[config.mk]
export PLATFORM = sky130hd
export DESIGN_NAME = hwag_tooth_sync
export DESIGN_NICKNAME = d
export VERILOG_FILES = /design/src/rtl/hwag_tooth_sync.sv
export SDC_FILE = /design/constraint.sdc
export NUM_CORES = 1
export LEC_CHECK = 0
export ABC_AREA = 1
export ABC_CLOCK_PERIOD_IN_PS = 2000
export BUFFER_PORTS_ARGS = -buffer_cell sky130_fd_sc_hd__clkbuf_2
export CELL_PAD_IN_SITES_DETAIL_PLACEMENT = 1
export CELL_PAD_IN_SITES_GLOBAL_PLACEMENT = 1
export CORE_UTILIZATION = 43
export CTS_BUF_LIST = sky130_fd_sc_hd__clkbuf_4 sky130_fd_sc_hd__clkbuf_8
export CTS_CLUSTER_DIAMETER = 100
export DETAILED_ROUTE_END_ITERATION = 12
export GPL_ROUTABILITY_DRIVEN = 1
export GPL_TIMING_DRIVEN = 0
export PLACE_DENSITY = 0.78
export SYNTH_ARGS = -nofsm -noshare
export SYNTH_HDL_FRONTEND = slang
export SYNTH_SLANG_ARGS = --single-unit
[constraint.sdc]
create_clock -name clk -period 2 [get_ports clk]
set_input_delay 0.1 -clock clk [delete_from_list [all_inputs] [get_ports clk]]
set_output_delay 0.1 -clock clk [all_outputs]
set_load 0.02 [all_outputs]
[src/rtl/hwag_tooth_sync.sv]
// hwag_tooth_sync: numbers the real teeth of a missing-tooth crank wheel,
// confirms that the gap comes back at the expected tooth and flags crank sync.
// The edge strobe is delayed by one clock (edge_d) so that the gap flag, which
// comes from capture registers loaded on the edge, is stable when sampled.
// An edge in cycle N therefore changes the registered outputs in cycle N+2.
// The edge strobe port is called tooth_edge because "edge" is a reserved word.
// Optional feature: define HWAG_SYNC_ERR_CNT_EN to add a saturating error
// counter (err_cnt) and its clear input (err_clr).

module hwag_tooth_sync #(
    parameter int TCNT_W        = 6,
    parameter int TEETH_TOTAL   = 60,
    parameter int TEETH_MISSING = 2,
    parameter int VERIFY_REVS   = 1
) (
    input  logic              clk,
    input  logic              rst,
    input  logic              tooth_edge,
    input  logic              gap,
    input  logic              stop,
`ifdef HWAG_SYNC_ERR_CNT_EN
    input  logic              err_clr,
    output logic [7:0]        err_cnt,
`endif
    output logic [TCNT_W-1:0] tcnt,
    output logic              sync,
    output logic              rev,
    output logic              err,
    output logic [1:0]        state
);

    // Number of the last real tooth before the gap.
    localparam logic [TCNT_W-1:0] LAST = TCNT_W'(TEETH_TOTAL - TEETH_MISSING - 1);
    localparam logic [3:0]        VREVS = 4'(VERIFY_REVS);

    typedef enum logic [1:0] {
        ST_IDLE   = 2'd0,
        ST_SEARCH = 2'd1,
        ST_VERIFY = 2'd2,
        ST_SYNC   = 2'd3
    } state_t;

    state_t            state_reg, state_next;
    logic [TCNT_W-1:0] tcnt_reg, tcnt_next;
    logic [3:0]        vcnt_reg, vcnt_next;
    logic              sync_reg, sync_next;
    logic              rev_reg, rev_next;
    logic              err_reg, err_next;
    logic              edge_d;
    logic [3:0]        vcnt_inc;

    assign vcnt_inc = vcnt_reg + 4'd1;

    // Delay the tooth strobe so the gap flag is evaluated after the capture update.
    always_ff @(posedge clk or negedge rst) begin
        if (!rst) begin
            edge_d <= 1'b0;
        end else begin
            edge_d <= tooth_edge;
        end
    end

    // State and output registers.
    always_ff @(posedge clk or negedge rst) begin
        if (!rst) begin
            state_reg <= ST_IDLE;
            tcnt_reg  <= '0;
            vcnt_reg  <= '0;
            sync_reg  <= 1'b0;
            rev_reg   <= 1'b0;
            err_reg   <= 1'b0;
        end else begin
            state_reg <= state_next;
            tcnt_reg  <= tcnt_next;
            vcnt_reg  <= vcnt_next;
            sync_reg  <= sync_next;
            rev_reg   <= rev_next;
            err_reg   <= err_next;
        end
    end

    // Next-state logic: stop overrides everything, otherwise act once per delayed edge.
    always_comb begin
        state_next = state_reg;
        tcnt_next  = tcnt_reg;
        vcnt_next  = vcnt_reg;
        sync_next  = sync_reg;
        rev_next   = 1'b0;
        err_next   = 1'b0;

        if (stop) begin
            // Engine stopped: drop everything and wait in IDLE.
            state_next = ST_IDLE;
            tcnt_next  = '0;
            vcnt_next  = '0;
            sync_next  = 1'b0;
        end else if (edge_d) begin
            case (state_reg)
                ST_IDLE: begin
                    state_next = ST_SEARCH;
                    tcnt_next  = '0;
                end
                ST_SEARCH: begin
                    if (gap) begin
                        state_next = ST_VERIFY;
                        tcnt_next  = '0;
                        vcnt_next  = '0;
                    end
                end
                default: begin
                    if (gap && (tcnt_reg == LAST)) begin
                        // Gap exactly where expected.
                        tcnt_next = '0;
                        if (state_reg == ST_VERIFY) begin
                            vcnt_next = vcnt_inc;
                            if (vcnt_inc == VREVS) begin
                                state_next = ST_SYNC;
                                sync_next  = 1'b1;
                            end
                        end else begin
                            rev_next = 1'b1;
                        end
                    end else if (gap) begin
                        // Early gap: take it as the new reference and re-verify.
                        err_next   = 1'b1;
                        tcnt_next  = '0;
                        vcnt_next  = '0;
                        sync_next  = 1'b0;
                        state_next = ST_VERIFY;
                    end else if (tcnt_reg == LAST) begin
                        // Gap missing where expected: position is lost.
                        err_next   = 1'b1;
                        tcnt_next  = '0;
                        vcnt_next  = '0;
                        sync_next  = 1'b0;
                        state_next = ST_SEARCH;
                    end else begin
                        tcnt_next = tcnt_reg + TCNT_W'(1);
                    end
                end
            endcase
        end
    end

`ifdef HWAG_SYNC_ERR_CNT_EN
    logic [7:0] err_cnt_reg;

    // Saturating count of err pulses; a clear coinciding with err leaves a count of one.
    always_ff @(posedge clk or negedge rst) begin
        if (!rst) begin
            err_cnt_reg <= 8'd0;
        end else if (err_clr) begin
            err_cnt_reg <= err_reg ? 8'd1 : 8'd0;
        end else if (err_reg && (err_cnt_reg != 8'hFF)) begin
            err_cnt_reg <= err_cnt_reg + 8'd1;
        end
    end

    assign err_cnt = err_cnt_reg;
`endif

    assign tcnt  = tcnt_reg;
    assign sync  = sync_reg;
    assign rev   = rev_reg;
    assign err   = err_reg;
    assign state = state_reg;

endmodule

## Word-level counts from Yosys, hierarchy flattened

Index checks and enable logic that the tools add are counted.

- Bits in registers: 16
- Input bits: 5
- Output and inout bits: 11

- Add/subtract/negate cells: 2
- Eq/ne operators: 12
- Muxes and demuxes: 43
- Reduce and logical (&&, ||, !) cells: 10

Operators with widths:

| operator | count |
|---|---|
| 2-to-1 mux 6 bit | 6 |
| 2-to-1 mux 4 bit | 7 |
| 2-to-1 mux 1 bit | 19 |
| 2-to-1 mux 2 bit | 8 |
| AND reduction 5 bit | 3 |
| one-hot mux 6 bit (2 select lines) | 1 |
| != test 5 x 2 -> 1 bit, second input constant | 2 |
| one-hot mux 4 bit (2 select lines) | 1 |
| adder 6 x 1 -> 6 bit, second input constant | 1 |
| equality test 6 bit, second input constant | 1 |
| != test 3 x 2 -> 1 bit, second input constant | 2 |
| nonzero test 5 bit | 1 |
| adder 4 x 1 -> 4 bit, second input constant | 1 |
| equality test 4 x 1 -> 1 bit, second input constant | 1 |
| != test 4 x 2 -> 1 bit, second input constant | 1 |
| one-hot mux 2 bit (2 select lines) | 1 |
| nonzero test 4 bit | 1 |
| != test 3 bit, second input constant | 1 |
| equality test 2 x 1 -> 1 bit, second input constant | 1 |
| equality test 2 bit, second input constant | 1 |
| zero test 2 bit | 1 |
| != test 2 x 1 -> 1 bit, second input constant | 1 |
| != test 2 bit, second input constant | 1 |
| AND reduction 2 bit | 1 |
| 3 further kinds | 3 |

## Longest topological paths before layout

- Word-level depth: 8
- Gate-level depth with buffers: 16
- Mapped depth without buffers: 16

## Worst setup path before layout

OpenSTA, ideal clock, no wires.

- Path type: flip-flop to flip-flop
- From: register tcnt_reg[1], in the netlist tcnt[1]
- To: register vcnt_reg[0]
- Setup time: 0.118 ns
- Arrival time: 1.734 ns
- Data required time: 1.882 ns
- Slack: 0.149 ns
- Stages on the path, launching flop included: 16
- Buffers on the path: 0
- Period minus slack after synthesis: 1.851 ns
- Path through: dfrtp_1 inv_1 ha_1 inv_1 nor2_1 nand2_2 inv_1 ha_1 nand2_4 nor2_2 nor2_4 nand2_2 inv_4 nand2_8 nand2_1 o21ai_2

- Word-level cells in the longest chain between the ends: 6
- Elaborated cells on any way between the ends: 9
- Those cells by class: 2 x eq/ne; 4 x mux; 3 x reduce/logical

RTL lines:

| item | RTL line | RTL |
|---|---|---|
| start, declared | 44 | `logic [TCNT_W-1:0] tcnt_reg, tcnt_next;` |
| start signal, assigned | 74 | `tcnt_reg <= tcnt_next;` |
| equality test 6 bit (*) | 111, 130 |  |
| logical AND 1 bit | 111 | `if (gap && (tcnt_reg == LAST)) begin` |
| 2-to-1 mux 4 bit | 111 |  |
| one-hot mux 4 bit (2 select lines) | 98 | `case (state_reg)` |
| 2-to-1 mux 4 bit | 97 | `end else if (edge_d) begin` |
| 2-to-1 mux 4 bit | 91 | `if (stop) begin` |
| end signal, assigned | 75 | `vcnt_reg <= vcnt_next;` |
| end, declared | 45 | `logic [3:0] vcnt_reg, vcnt_next;` |

Every way passes the cells marked *; elsewhere a longest branch is shown, timed or not. The select of a mux whose other input is x is not followed.
A chain may end at the register's enable or synchronous reset.

## Worst setup path in the final report

- From: register tcnt_reg[0], in the netlist tcnt[0]
- To: register vcnt_reg[2]

The elaborated chain is that of the path after synthesis.

==> results_dict.tcl <==
set metrics [dict create \
    synth.top_cell.area_share 0.369 \
    grt_pass1_vias 996 \
    slew_headroom 0.725 \
    cts.path.max_buffers 2 \
    yosysTopAreaCell "dfrtp_1" \
    antenna_found_initial 0 \
    wire_per_inst_um 14.1 \
    avgSynthCellArea_um2 8.10 \
    antenna_cells 0 \
    ys_seq_area_frac 0.369 \
    p_leak_nw 0.657 \
    dp_cells 177 \
    setup_viol_count_final 0 \
    synthTopCellsByArea "dfrtp_1, ha_1, nand2_1" \
    grt.total_usage 0.226 \
    final_nets 172 \
    power.density_mw_per_mm2 828 \
    cap_violations 0 \
    ys_seq_elements 16 \
    place_area_mm2 0.00120 \
    pwr-share-seq 0.374 \
    startpoint_type "flop" \
    stdcell_count 185 \
    ys_warn_count 0 \
    overflow 0 \
    hp-class "input pin to flop" \
    area_delta_synth_final_pct 19.2 \
    drt_wl_total_mm 2.62 \
    fmax_mhz 542 \
    drt_iter0_drc 10 \
    outcome "finished clean" \
    peakVddDrop_v 0.000541 \
    largest_reg_flops 6 \
    finalPower_mw 1.07 \
    fin_setup_tns_ps 0 \
    p_sw_mw 0.467 \
    criticalPathCategory "flop to flop" \
    crit_path_end_kind "flop" \
    hold_viol 0 \
    viasPerCell 5.05 \
    grt_pass1_wl_mm 4.45 \
    min_period_ps 1840 \
    drtAntennaViolNets 0 \
    crit_fanout 8 \
    vias 934 \
    syn_nets 148 \
    chipWidth_um 52.3 \
    p_sw_frac 0.436 \
    arrival_ps 2040 \
    drive_above_1_share 0.331 \
    cts.sinks 16 \
    skew_ps 3.97 \
    portBuffers 15 \
    cts_htree_levels 1 \
    path_clk_slew_ps 110 \
    grt_max_degree 17 \
    rows 17 \
    tightest_slew_ps 412 \
    p_comb_frac 0.410 \
    power_frac_clock 0.215 \
    cts_buffers 3 \
    intPower_mw 0.605 \
    fill_cells 280 \
    gp_congestion 0.773 \
    drv_slew 0 \
    hpwl_mm 1.89 \
    finalCoreUtilization 0.564 \
    fp.coreArea_mm2 0.00230 \
    clkLatencyLatePin_ps 300 \
    crit_required_ps 2200 \
    initial_core_util 0.473 \
    die_area_mm2 0.00273 \
    finalCritPeriodShare 0.922 \
    first_pass_iters 4 \
    netlist_instances 134 \
    drc_errors 0 \
    ioPinCount 16 \
    synth.cell_area_mm2 0.00109 \
    cts_tree "yes" \
    fin_area_mm2 0.00129 \
    ys_types 25 \
    root_buffer "clkbuf_4" \
    die_h_um 52.3 \
]
power groups by stage:
stage          sequential, mW  combinational (mW)  clock (mW)
6_report                0.401               0.440       0.231
5_1_grt                 0.408               0.488       0.252
4_1_cts                 0.397               0.418       0.234
3_5_place_dp            0.402               0.400           0
3_3_place_gp            0.399               0.383           0
2_1_floorplan           0.432               0.254           0
layout make-up:
cell class | instances | area (µm²) | share of cell area
multi-input cells | 96 | 626 | 0.483
well taps | 28 | 35.0 | 0.0271
clock buffers | 4 | 36.3 | 0.0280
repair buffers | 19 | 110 | 0.0850
inverters | 22 | 85.1 | 0.0657
flip-flops and latches | 16 | 403 | 0.311
worst max-delay path: stages (launching register included):
cell     delay (ps)
dfrtp_2         450
ha_1            210
inv_1            70
nor2_2           40
nand2_2         120
inv_2            60
ha_4            160
nand2_4         110
nor2_4           50
nor2_4          100
nand2_2          80
inv_4            90
nand2_8          70
nand2_1          80
o21ai_2          50
timing repair:
item / 4_1_cts / 5_1_grt
gates resized for setup: 0 / 8
setup endpoints to repair: 0 / 7
endpoints found under the hold margin: 17 / 0
setup buffers: 0 / 2
hold buffers: 2 / 0
synth_stat cells:
library cell and instances:
o21ai_2 4, nor2_4 1, o21ai_1 1, nor3_1 3, inv_4 1, o21a_1 2, o21ai_0 3, nand2_1 25
inv_2 2, nor2_2 5, or2_2 1, ha_1 9, dfrtp_1 16, nand3_1 7, a21boi_1 1, nand3_2 2
nand2_4 4, inv_1 19, a21oi_1 3, nand2_2 5, nand2_8 1, a211oi_1 1, nor2_1 14, nand4_1 3
o31ai_1 1
routing by layer:
layer	track usage	routed length [µm]	vias up
met5	0	0	-
met4	0.0877	24	0
met3	0.0319	74	4
met2	0.400	1360	21
met1	0.276	1150	439
li1	-	-	470
per-stage QoR:
step | setup slack (ps) | hold WS (ps)
after floorplan | 149 | -196
after global placement | 74.8 | 50.1
after detailed placement | 42.0 | 56.3
after CTS | 10.4 | 160
after global routing | -6.40 | 195
final | 155 | 163
path summary, 6_finish.rpt:
path,startpoint,to,slack (ps),depth (start not counted)
worst max-delay path,tcnt[0],vcnt_reg[2],160,14
worst min-delay path,stop,state[1],160,4
worst max register to register,tcnt[0],vcnt_reg[2],160,14
worst min register to register,sync,sync,500,1
max in group asynchronous,rst,state[1],1440,2
min in group asynchronous,rst,vcnt_reg[0],250,2
logic make-up after synthesis:
logic type | count (synthesis) | synth area share
AOI/OAI and AO/OA | 16 | 0.0991
adders and majority gates | 9 | 0.104
and+or+nand+nor | 71 | 0.350
DFF | 16 | 0.369
buffers and inverters | 22 | 0.0783
placed cells by master, fill, tap and decap left out, types with 4 or more instances in the layout:
| cell type | count |
|---|---|
| nand2_1 | 25 |
| inv_1 | 18 |
| clkbuf_2 | 15 |
| dfrtp_1 | 14 |
| nor2_1 | 13 |
| ha_1 | 8 |
| nand3_1 | 7 |
| nand2_2 | 5 |
| nor2_2 | 4 |
| nand2_4 | 4 |
| o21ai_2 | 4 |
Power figures use the tool's default switching activity.
